`src/rtl/onehot_pulse_pkg.sv`:
```
// Shared types and helpers for the one-hot pulse decoder.
// Default widths match the decoder's default parameters.
package onehot_pulse_pkg;

  localparam int unsigned PKG_IDX_W  = 2;
  localparam int unsigned PKG_HOLD_W = 4;
  localparam int unsigned MAX_OUT_W  = 256;

  typedef enum logic {
    IDLE  = 1'b0,
    DRIVE = 1'b1
  } state_e;

  typedef struct packed {
    logic [PKG_IDX_W-1:0]  idx;
    logic [PKG_HOLD_W-1:0] hold;
  } entry_t;

  // Callers truncate the result to their own output width.
  function automatic logic [MAX_OUT_W-1:0] onehot(
    input logic [7:0] idx
  );
    onehot      = '0;
    onehot[idx] = 1'b1;
  endfunction

endpackage

```
`src/rtl/sync_fifo.sv`:
```
// Single-clock FIFO with a combinational head read.
// The occupancy counter is one bit wider than the pointers.
module sync_fifo #(
  parameter int WIDTH = 8,
  parameter int DEPTH = 4
) (
  input  logic                   clk,
  input  logic                   rst,
  input  logic                   push,
  input  logic                   pop,
  input  logic [WIDTH-1:0]       wdata,
  output logic [WIDTH-1:0]       rdata,
  output logic                   full,
  output logic                   empty,
  output logic [$clog2(DEPTH):0] level
);

  localparam int AW = $clog2(DEPTH);

  logic [WIDTH-1:0] r_mem [DEPTH];
  logic [AW-1:0]    r_wptr;
  logic [AW-1:0]    r_rptr;
  logic [AW:0]      r_cnt;
  logic             w_push;
  logic             w_pop;

  assign w_push = push && !full;
  assign w_pop  = pop && !empty;

  always_ff @(posedge clk) begin
    if (rst) begin
      r_wptr <= '0;
      r_rptr <= '0;
      r_cnt  <= '0;
    end else begin
      if (w_push) r_wptr <= r_wptr + 1'b1;
      if (w_pop)  r_rptr <= r_rptr + 1'b1;
      case ({w_push, w_pop})
        2'b10:   r_cnt <= r_cnt + 1'b1;
        2'b01:   r_cnt <= r_cnt - 1'b1;
        default: r_cnt <= r_cnt;
      endcase
    end
  end

  always_ff @(posedge clk) begin
    if (w_push) r_mem[r_wptr] <= wdata;
  end

  assign rdata = r_mem[r_rptr];
  assign full  = (r_cnt == (AW+1)'(DEPTH));
  assign empty = (r_cnt == '0);
  assign level = r_cnt;

endmodule

```
`src/rtl/onehot_pulse_decoder.sv`:
```
// Buffers index entries and drives the matching one-hot line
// for max(hold,1) cycles each, back to back when entries queue up.
module onehot_pulse_decoder
  import onehot_pulse_pkg::*;
#(
  parameter  int IDX_W  = 2,
  parameter  int DEPTH  = 4,
  parameter  int HOLD_W = 4,
  localparam int OUT_W  = 2**IDX_W
) (
  input  logic                   clk,
  input  logic                   rst,
  input  logic                   in_valid,
  output logic                   in_ready,
  input  logic [IDX_W-1:0]       in_idx,
  input  logic [HOLD_W-1:0]      in_hold,
  output logic [OUT_W-1:0]       y,
  output logic                   y_valid,
  output logic                   busy,
  output logic [$clog2(DEPTH):0] level
);

  typedef struct packed {
    logic [IDX_W-1:0]  idx;
    logic [HOLD_W-1:0] hold;
  } ent_t;

  localparam int EW = $bits(ent_t);

  ent_t              w_wr;
  ent_t              w_rd;
  logic              w_full;
  logic              w_empty;
  logic              w_push;
  logic              w_pop;
  logic              w_last;
  logic [HOLD_W-1:0] w_hold;
  logic [OUT_W-1:0]  w_oh;

  state_e            r_state;
  logic [HOLD_W-1:0] r_cnt;
  logic [OUT_W-1:0]  r_y;
  logic              r_yv;

  assign w_wr.idx  = in_idx;
  assign w_wr.hold = in_hold;
  assign w_push    = in_valid && !w_full;

  sync_fifo #(
    .WIDTH (EW),
    .DEPTH (DEPTH)
  ) u_fifo (
    .clk   (clk),
    .rst   (rst),
    .push  (w_push),
    .pop   (w_pop),
    .wdata (w_wr),
    .rdata (w_rd),
    .full  (w_full),
    .empty (w_empty),
    .level (level)
  );

  // Popping on the last drive cycle gives gap-free pulses.
  assign w_last = (r_state == DRIVE) && (r_cnt == HOLD_W'(1));
  assign w_pop  = !w_empty && ((r_state == IDLE) || w_last);
  assign w_hold = (w_rd.hold == '0) ? HOLD_W'(1) : w_rd.hold;
  assign w_oh   = OUT_W'(onehot(8'(w_rd.idx)));

  always_ff @(posedge clk) begin
    if (rst) begin
      r_state <= IDLE;
      r_cnt   <= '0;
      r_y     <= '0;
      r_yv    <= 1'b0;
    end else if (w_pop) begin
      r_state <= DRIVE;
      r_cnt   <= w_hold;
      r_y     <= w_oh;
      r_yv    <= 1'b1;
    end else begin
      unique case (r_state)
        IDLE: begin
          r_y  <= '0;
          r_yv <= 1'b0;
        end
        DRIVE: begin
          if (w_last) begin
            r_state <= IDLE;
            r_cnt   <= '0;
            r_y     <= '0;
            r_yv    <= 1'b0;
          end else begin
            r_cnt <= r_cnt - 1'b1;
          end
        end
        default: r_state <= IDLE;
      endcase
    end
  end

  assign y        = r_y;
  assign y_valid  = r_yv;
  assign in_ready = !w_full;
  assign busy     = (r_state == DRIVE) || !w_empty;

endmodule

```
`config.mk`:
```
export PLATFORM = sky130hd
export DESIGN_NAME = onehot_pulse_decoder
export DESIGN_NICKNAME = d
export VERILOG_FILES = /design/src/rtl/onehot_pulse_pkg.sv /design/src/rtl/sync_fifo.sv /design/src/rtl/onehot_pulse_decoder.sv
export SDC_FILE = /design/constraint.sdc
export NUM_CORES = 1
export LEC_CHECK = 0
export BUFFER_PORTS_ARGS = -buffer_cell sky130_fd_sc_hd__buf_4
export CAP_MARGIN = 0
export CORE_MARGIN = 1.5
export CORE_UTILIZATION = 40
export DETAILED_ROUTE_END_ITERATION = 12
export SYNTH_ARGS = -nofsm -noshare
export SYNTH_HDL_FRONTEND = slang
export SYNTH_HIERARCHICAL = 1
export SYNTH_SLANG_ARGS = --single-unit
```
`constraint.sdc`:
```
create_clock -name clk -period 3.3 [get_ports clk]
set_input_delay 0.66 -clock clk [delete_from_list [all_inputs] [get_ports clk]]
set_output_delay 0.66 -clock clk [all_outputs]
set_load 0.02 [all_outputs]
```
* Yosys cells after proc, flatten, opt, wreduce, memory -nomap -nowiden *
Memory sizes are Yosys's and may differ from the RTL's. A register that Yosys moved wholly into a read port is not among the register bits.
Cells that the tools add are included.

storage, ports and cells
  flip-flop bits (word level) = 17
  bits in writable memories = 24
  input bits = 9
  output and inout port bits = 10
  logic and storage cells = 55
  memories kept = 1

memory list
  name          depth  width  rd ports  clocked after Yosys merged registers in  wr ports  line             text
  u_fifo.r_mem  4      6      1         1                                        1         sync_fifo.sv:20  logic [WIDTH-1:0] r_mem [DEPTH];

operators by class
  add/subtract/negate cells = 5
  $lt $le $gt $ge = 2
  equal/unequal tests = 5
  multiplexer cells = 20
  bitwise gates (word level) = 1
  reductions and logical operators = 14

operator list
  operator               number
  $mux W4                6
  $lt A2 B9 Y1 const B   1
  $mux W1                8
  $pmux W4 S2            1
  $logic_and A1 B1 Y1    6
  $pmux W3 S2            1
  $add A2 B1 Y2 const B  2
  $eq A4 B1 Y1 const B   1
  $logic_not A4 Y1       1
  $mux W2                2
  $reduce_bool A2 Y1     2
  $sub A4 B1 Y4 const B  1
  $add A3 B1 Y3 const B  1
  $eq A3 B3 Y1 const B   1
  $logic_not A3 Y1       1
  $ne A3 B2 Y1 const B   1
  $sub A3 B1 Y3 const B  1
  $demux W1 S2           1
  $eq A2 B1 Y1 const B   1
  $eq A2 B2 Y1 const B   1
  $ge A2 B1 Y1 const B   1
  $logic_not A1 Y1       2
  $logic_or A1 B1 Y1     2
  $pmux W1 S2            1
  $not A1 Y1             1

* Logic depth before layout (Yosys ltp) *
Gate-level depths: netlist of run 1.

  depth after elaboration = 7
  mapped depth = 13
  mapped depth without buffers = 12

* Modules after synthesis *
The synthesis of run 1 kept the hierarchy.

modules (own cells, without submodules)
  module                times used  cells each  area an instance (sq um)  sequential area each (sq um)
  sync_fifo             1           85          1,336.3                   900.9
  onehot_pulse_decoder  1           67          569.3                     200.2

* Least setup slack after synthesis of run 1 *
OpenSTA, ideal clock, no wires.

  path kind = register to register
  start = reg r_cnt[0]
  end = reg u_fifo.r_cnt[2] (netlist: u_fifo/level[2])
  setup time = 70 ps
  arrival time = 2,498 ps
  data required time = 3,230 ps
  path slack = 732 ps
  cell stages (with the launch flop) = 13
  path buffers = 1
  clock period less this slack = 2,568 ps
  cells stage by stage = dfxtp_1 > ha_1 > or3b_1 > buf_6 > a21oi_4 > o31ai_1 > inv_1 > ha_1 > inv_1 > fa_1 > xor2_1 > or3_1 > a21oi_1

between the ends
  word-level cells in the longest chain between the ends = 7
  elaborated cells between the ends (all ways) = 9
  classes of those cells = 3 x eq/ne; 1 x mux; 5 x reduce/logical

RTL lines
  element                                            line                        text
  start: declaration                                 onehot_pulse_decoder.sv:41  logic [HOLD_W-1:0] r_cnt;
  start signal: assignment                           onehot_pulse_decoder.sv:78  r_cnt <= w_hold;
  start signal: assignment                           onehot_pulse_decoder.sv:94  r_cnt <= r_cnt - 1'b1;
  $eq A4 B1 Y1 *                                     onehot_pulse_decoder.sv:65  assign w_last = (r_state == DRIVE) && (r_cnt == HOLD_W'(1));
  $logic_and A1 B1 Y1 *                              onehot_pulse_decoder.sv:65
  $logic_or A1 B1 Y1 *                               onehot_pulse_decoder.sv:66  assign w_pop = !w_empty && ((r_state == IDLE) || w_last);
  $logic_and A1 B1 Y1 *                              onehot_pulse_decoder.sv:66
  via w_pop                                          onehot_pulse_decoder.sv:35  logic w_pop;
  $logic_and A1 B1 Y1 *                              sync_fifo.sv:28             assign w_pop = pop && !empty;
  via u_fifo.w_pop                                   sync_fifo.sv:25             logic w_pop;
  $eq A2 B1 Y1 or $eq A2 B2 Y1 (tied branches)       sync_fifo.sv:38             case ({w_push, w_pop})
  $pmux W3 S2 or $reduce_bool A2 Y1 (tied branches)  -
  end signal: assignment                             sync_fifo.sv:39             2'b10: r_cnt <= r_cnt + 1'b1;
  end signal: assignment                             sync_fifo.sv:40             2'b01: r_cnt <= r_cnt - 1'b1;
  end signal: assignment                             sync_fifo.sv:41             default: r_cnt <= r_cnt;
  end: declaration                                   sync_fifo.sv:23             logic [AW:0] r_cnt;

The timed path passes the listed nets; every way through them passes the cells marked *.
A chain may end at the register's enable or synchronous reset.

* Worst setup path after layout of run 1 *
Ends and elaborated chain as after synthesis.

==> results of run 1 <==
[path summary, 6_finish.rpt]
check | slack (ns) | depth (start not counted) | to
max | 0.45 | 11 | u_fifo/level[2]$_SDFFE_PP0P_
min | 0.47 | 2 | y[0]$_SDFFE_PP0P_
max reg2reg | 0.45 | 11 | u_fifo/level[2]$_SDFFE_PP0P_
min reg2reg | 0.47 | 2 | y[0]$_SDFFE_PP0P_
[critical path, delay by kind of cell (launching register included)]
kind,cells,cell delay [ns]
xor gates and xnor gates,1,0.16
and+or+nand+nor,2,0.86
DFF,1,0.40
buffers and inverters,2,0.14
AOI/OAI and AO/OA,3,0.49
adders and majority gates,3,0.75
[cell type report]
type                       instances  area (µm²)
tap                               52        65.1
multi-input combinational         92         731
fill                             408        2280
clock buffer                       6        72.6
sequential                        43        1100
clock inverter                     2        37.5
inverter                          11        41.3
timing repair buffer              19         143
[kinds of logic (layout without fill, tap and decap cells)]
family	after synthesis	count (layout)
AO/OA/AOI/OAI	26	26
XOR/XNOR	3	3
adder cells (fa/ha/maj)	8	8
buffers and inverters	17	38
flip-flops	43	43
multiplexers	8	8
AND/OR/NAND/NOR	47	47
[state kept, by name, indices dropped and copies added, names as in the netlist, named ones only]
signal	flops
u_fifo/r_mem	24
r_cnt	4
y	4
u_fifo/level	3
u_fifo/r_rptr	2
u_fifo/r_wptr	2
r_state	1
y_valid	1
[per-layer routing]
metal / wire length, µm / share of wire, % / global-route usage (%)
met5: 0 / 0 / 0
met4: 25 / 0.75 / 4.40
met3: 99 / 3.0 / 5.00
met2: 1720 / 52 / 23.1
met1: 1480 / 45 / 17.6
[stage by stage]
stage,power (µW),hold WS (ns)
after floorplan,1320,0.459
after global placement,1480,0.449
after detailed placement,1510,0.454
after CTS,1910,0.472
after global routing,2020,0.483
final,1890,0.467
[synthesized netlist by cell type, drive strengths merged]
library cell,count,area (µm²)
mux2i,2,20.0
o31ai,1,7.51
nor3,4,25.0
a32oi,1,8.76
xor2,3,26.3
inv,11,41.3
mux4,6,135
nor2b,3,18.8
nand4b,1,8.76
ha,7,87.6
nand3b,3,22.5
o21a,1,7.51
buf,4,25.0
a311oi,1,8.76
or3b,1,8.76
nand3,5,25.0
a21oi,13,76.3
nand2b,1,6.26
nor2,10,45.0
o21ai,4,20.0
a311o,1,10.0
edfxtp,24,721
nand2,7,26.3
or2,2,12.5
and2,4,25.0
a31oi,1,6.26
dfxtp,19,380
or3,4,25.0
a211oi,3,27.5
nor3b,2,20.0
clkbuf,2,7.51
fa,1,20.0
[power by group through the flow]
stage | sequential (µW) | combinational [µW] | clock, µW
after CTS | 792 | 711 | 406
final | 790 | 702 | 395
after floorplan | 785 | 537 | 0
after global placement | 797 | 684 | 0
after global routing | 813 | 777 | 430
after detailed placement | 805 | 706 | 0
==> impl_metrics.yaml, run 1 <==
sta:
  min_period_ns: 2.85
  min_period_over_period_pct: 86.4
  timing.final.hold_violations: 0
  slew_headroom_pct: 60.8
  rsz_0062_raised_after_global_routing: "no"
  max_slew.worst_pin.slew_ns: 0.587
  slew_violations: 0
  max_clock_freq_mhz: 351
  finClkSkew_ns: 0.00684
  postLayoutSetupSlackWorst_ns: 0.449
  setup-violations-final: 0
  setup_total_negative_slack_ns: 0
setup_path:
  cp_data_required_time_ns: 3.52
  crit_path_end_kind: "register"
  critical_path_peak_fanout: 8
  max_stage_delay_ns: 0.54
  kind_of_start_point_of_the_critical_path: "register"
  reg2reg_from: "r_cnt[0]$_SDFFE_PP0P_"
  cp_startpoint: "r_cnt[0]$_SDFFE_PP0P_"
  setup.worst_path.class: "register to register"
  critical_path_arrival_ns: 3.08
  cp_cell_sequence: "ha_1 -> or3b_1 -> a21oi_4 -> o31ai_1 -> inv_1 -> ha_1 -> inv_1 -> fa_1 -> xor2_1 -> or3_1 -> a21oi_1"
  worst_path_max_delay_cell: "sky130_fd_sc_hd__or3b_1"
clock_tree:
  cts_tree: "done"
  clk_pin_slew_worst_paths_ns: 0.07
  cts.hold.buffers_added: 0
  htree_num_levels: 2
  post-cts-setup-buffers: 0
  clock-sinks: 43
  cts_repair_resize_count: 0
  clk-insertion-delay-late_ns: 0.29
  clk_root_buffer_cell: "sky130_fd_sc_hd__clkbuf_8"
  ctsLongestPathBuffers: 2
  cts_buffers: 5
routing:
  route.final.wire_length_mm: 3.33
  drt.antenna.violating_nets: 0
  detail_route.first_pass.iterations: 6
  route.vias.total: 1176
  drc: 0
  avgViaCountPerCell: 5.23
  drtIter0Drc: 45
  routed_wire_length_per_instance_um: 14.8
floorplan:
  die-height_um: 72.0
  fp.coreArea_um2: 4470
  ios: 19
  rows: 24
  fp.dieW_um: 72.0
  die_area_um2: 5190
  initial_core_utilization_pct: 42.6
power:
  cell_internal_pwr_uw: 1220
  switching_share_of_power_pct: 35.2
  seqPwrFrac_pct: 41.9
  pwr_density_cell_nw_per_um2: 861
  clock_power_share_pct: 20.9
  pwr-share-comb_pct: 37.2
  vdd.ir_drop.worst_v: 0.000375
  p_sw_uw: 665
  p_leak_uw: 0.000784
placement:
  post-place-cells: 217
  placedInstanceArea_um2: 2080
  io_buffer_count: 18
  dp_hpwl_mm: 2.37
  preCtsSetupSlack_ns: 0.452
  final_weighted_congestion_in_routability_driven_placement: 0.784
synth:
  yosys_register_bits: 43
  synth_compound_gate_area_share_pct: 9.06
  yosysWarnings: 6
  combinational_family_with_the_most_area_after_synthesis: "simple AND/OR/NAND/NOR gates"
  synth_fp_nets: 169
  netlist_area_um2: 1910
  yosys.area_share.xor_xnor_pct: 1.38
  multiplexer_fraction_of_the_synthesized_cell_area_pct: 8.14
  avgSynthCellArea_um2: 12.5
  synthCells: 152
  yosys.area_share.adder_pct: 5.65
  synth-seq-area-share_pct: 57.8
  synth_simple_gate_area_share_pct: 14.1
  yosysUniqueCellTypes: 39
final_layout:
  design.final.nets: 189
  area_growth_from_synthesis_to_layout_pct: 15.0
  final-instance-count-excl-fill: 225
  final_common_cell: "sky130_fd_sc_hd__edfxtp_1"
  antennaDiodeCount: 0
  layout_common_cells: "24 x sky130_fd_sc_hd__edfxtp_1, 19 x sky130_fd_sc_hd__buf_4, 19 x sky130_fd_sc_hd__dfxtp_1"
  postLayoutCellArea_um2: 2190
  drive_gt1_share_pct: 22.5
  final_util_pct: 49.0
worst_hold_path:
  worstHoldStart: "y[0]$_SDFFE_PP0P_"
  min_path_type: "register to register"
grt:
  antenna_found_initial: 0
  grt_use_total_pct: 14.1
  grt_pass1_vias: 1149
  grt_pass1_wl_mm: 5.49
  maximum_number_of_pins_on_one_net_before_global_route_repair: 18
  globalRouteOverflowTotal: 0
flow_run:
  cap_violations: 0
status:
  status: "complete, no violations"
Power figures use the tool's default switching activity.
==> run 2: changes to the inputs <==
--- a/config.mk
+++ b/config.mk
@@ -10,6 +10,7 @@
 export CORE_MARGIN = 1.5
 export CORE_UTILIZATION = 40
 export DETAILED_ROUTE_END_ITERATION = 12
+export MAX_ROUTING_LAYER = met4
 export SYNTH_ARGS = -nofsm -noshare
 export SYNTH_HDL_FRONTEND = slang
 export SYNTH_HIERARCHICAL = 1
==> run 2 against run 1 <==
Against the previous run:
- sequential share of layout area unchanged
- final area unchanged
- power up 0.11%
- worst hold slack about the same
- clock skew up 0.0020 ns
- non-clock buffer count unchanged
- clock-buffer cell count unchanged
- critical endpoint unchanged
- cell count unchanged
==> impl_metrics.yaml, run 2 (synthesis results as in run 1) <==
final_layout:
  max_flop_register: "u_fifo/r_mem"
  design.final.nets: 189
  layout_common_cells: "24 x sky130_fd_sc_hd__edfxtp_1, 19 x sky130_fd_sc_hd__buf_4, 19 x sky130_fd_sc_hd__dfxtp_1"
  drive_gt1_share_pct: 22.5
  final_common_cell: "sky130_fd_sc_hd__edfxtp_1"
  antennaDiodeCount: 0
  final_util_pct: 49.0
  largest_register_ff_count: 24
  area_growth_from_synthesis_to_layout_pct: 15.0
  filler_cell_count: 408
grt:
  globalRouteOverflowTotal: 0
  grt_pass1_wl_mm: 5.51
  grt_pass1_vias: 1145
  maximum_number_of_pins_on_one_net_before_global_route_repair: 18
  antenna_found_initial: 0
  grt_use_total_pct: 14.6
floorplan:
  die_area_um2: 5190
  initial_core_utilization_pct: 42.6
  fp.coreArea_um2: 4470
  fp.dieW_um: 72.0
  ios: 19
  rows: 24
  die-height_um: 72.0
power:
  vdd.ir_drop.worst_v: 0.000380
  p_sw_uw: 667
  cell_internal_pwr_uw: 1220
  seqPwrFrac_pct: 41.8
  clock_power_share_pct: 21.1
  p_leak_uw: 0.000784
  switching_share_of_power_pct: 35.3
  pwr_density_cell_nw_per_um2: 862
  pwr-share-comb_pct: 37.1
clock_tree:
  clk_root_buffer_cell: "sky130_fd_sc_hd__clkbuf_8"
  ctsLongestPathBuffers: 2
  clk-insertion-delay-late_ns: 0.29
  cts_buffers: 5
  cts_repair_resize_count: 0
  post-cts-setup-buffers: 0
  cts_tree: "done"
  htree_num_levels: 2
  clk_pin_slew_worst_paths_ns: 0.07
  clock-sinks: 43
  cts.hold.buffers_added: 0
sta:
  max_slew.worst_pin.slew_ns: 0.562
  setup_total_negative_slack_ns: 0
  rsz_0062_raised_after_global_routing: "no"
  slew_headroom_pct: 62.5
  slew_violations: 0
  finClkSkew_ns: 0.00882
  min_period_over_period_pct: 86.2
  min_period_ns: 2.84
  max_clock_freq_mhz: 352
  timing.final.hold_violations: 0
  setup-violations-final: 0
setup_path:
  cp_data_required_time_ns: 3.53
  critical_path_arrival_ns: 3.07
  setup.worst_path.class: "register to register"
  critical_path_peak_fanout: 8
  crit_path_end_kind: "register"
  max_stage_delay_ns: 0.54
  worst_path_max_delay_cell: "sky130_fd_sc_hd__or3b_1"
  kind_of_start_point_of_the_critical_path: "register"
  cp_cell_sequence: "ha_1 -> or3b_1 -> a21oi_4 -> o31ai_1 -> inv_1 -> ha_1 -> inv_1 -> fa_1 -> xor2_1 -> or3_1 -> a21oi_1"
placement:
  final_weighted_congestion_in_routability_driven_placement: 0.795
  dp_hpwl_mm: 2.37
  io_buffer_count: 18
status:
  status: "complete, no violations"
routing:
  drc: 0
  avgViaCountPerCell: 5.24
  route.vias.total: 1179
  drtIter0Drc: 51
  detail_route.first_pass.iterations: 4
  drt.antenna.violating_nets: 0
  routed_wire_length_per_instance_um: 14.8
  route.final.wire_length_mm: 3.33
worst_hold_path:
  min_path_type: "register to register"
flow_run:
  cap_violations: 0
==> run 2: layer usage <==
metal  up-vias  routed length, µm  track usage [%]
li1        591                  -                -
met5         -                  0                -
met1       569               1510             17.6
met2        17               1690             23.3
met3         2                 96             5.00
met4         0                 25             4.40
==> run 2: final timing paths <==
path                               from                      endpoint  slack [ns]  cells past startpoint
setup reg to reg  r_cnt[0]$_SDFFE_PP0P_  u_fifo/level[2]$_SDFFE_PP0P_        0.46                     11
setup / recovery  r_cnt[0]$_SDFFE_PP0P_  u_fifo/level[2]$_SDFFE_PP0P_        0.46                     11
hold reg to reg       y[0]$_SDFFE_PP0P_             y[0]$_SDFFE_PP0P_        0.47                      2
hold / removal        y[0]$_SDFFE_PP0P_             y[0]$_SDFFE_PP0P_        0.47                      2
==> run 2: critical path: cells and delay by family, from the launching register on <==
| family | cells | cell delay, ns |
|---|---|---|
| buffers and inverters | 2 | 0.15 |
| adder cells (fa/ha/maj) | 3 | 0.75 |
| AND/OR/NAND/NOR | 2 | 0.86 |
| flip-flops | 1 | 0.39 |
| XOR/XNOR | 1 | 0.16 |
| AO/OA/AOI/OAI | 3 | 0.49 |
==> run 2: stage by stage <==
stage / hold slack [ns] / worst slack [ns] / std cells / total power [µW] / cell area (µm²)
6_report: 0.468 / 0.455 / 225 / 1890 / 2190
5_1_grt: 0.483 / 0.277 / 225 / 2020 / 2190
4_1_cts: 0.472 / 0.434 / 225 / 1910 / 2190
3_5_place_dp: 0.454 / 0.452 / 217 / 1510 / 2080
3_3_place_gp: 0.449 / 0.599 / 217 / 1480 / 2080
2_1_floorplan: 0.459 / 0.732 / 152 / 1320 / 1910
==> run 2: power by group through the flow <==
stage	registers, µW	logic (µW)	clock network, µW
finish	789	701	398
global placement	797	684	0
floorplan	785	537	0
global route	813	777	431
CTS	792	711	406
detailed placement	805	706	0
==> run 2: final cells by class <==
class	instances	area, µm²	area share [%]
Sequential cell	43	1100	50.3
Tap cell	52	65.1	2.97
Multi-Input combinational cell	92	731	33.4
Inverter	11	41.3	1.88
Clock inverter	2	37.5	1.71
Clock buffer	6	72.6	3.31
Timing Repair Buffer	19	143	6.51
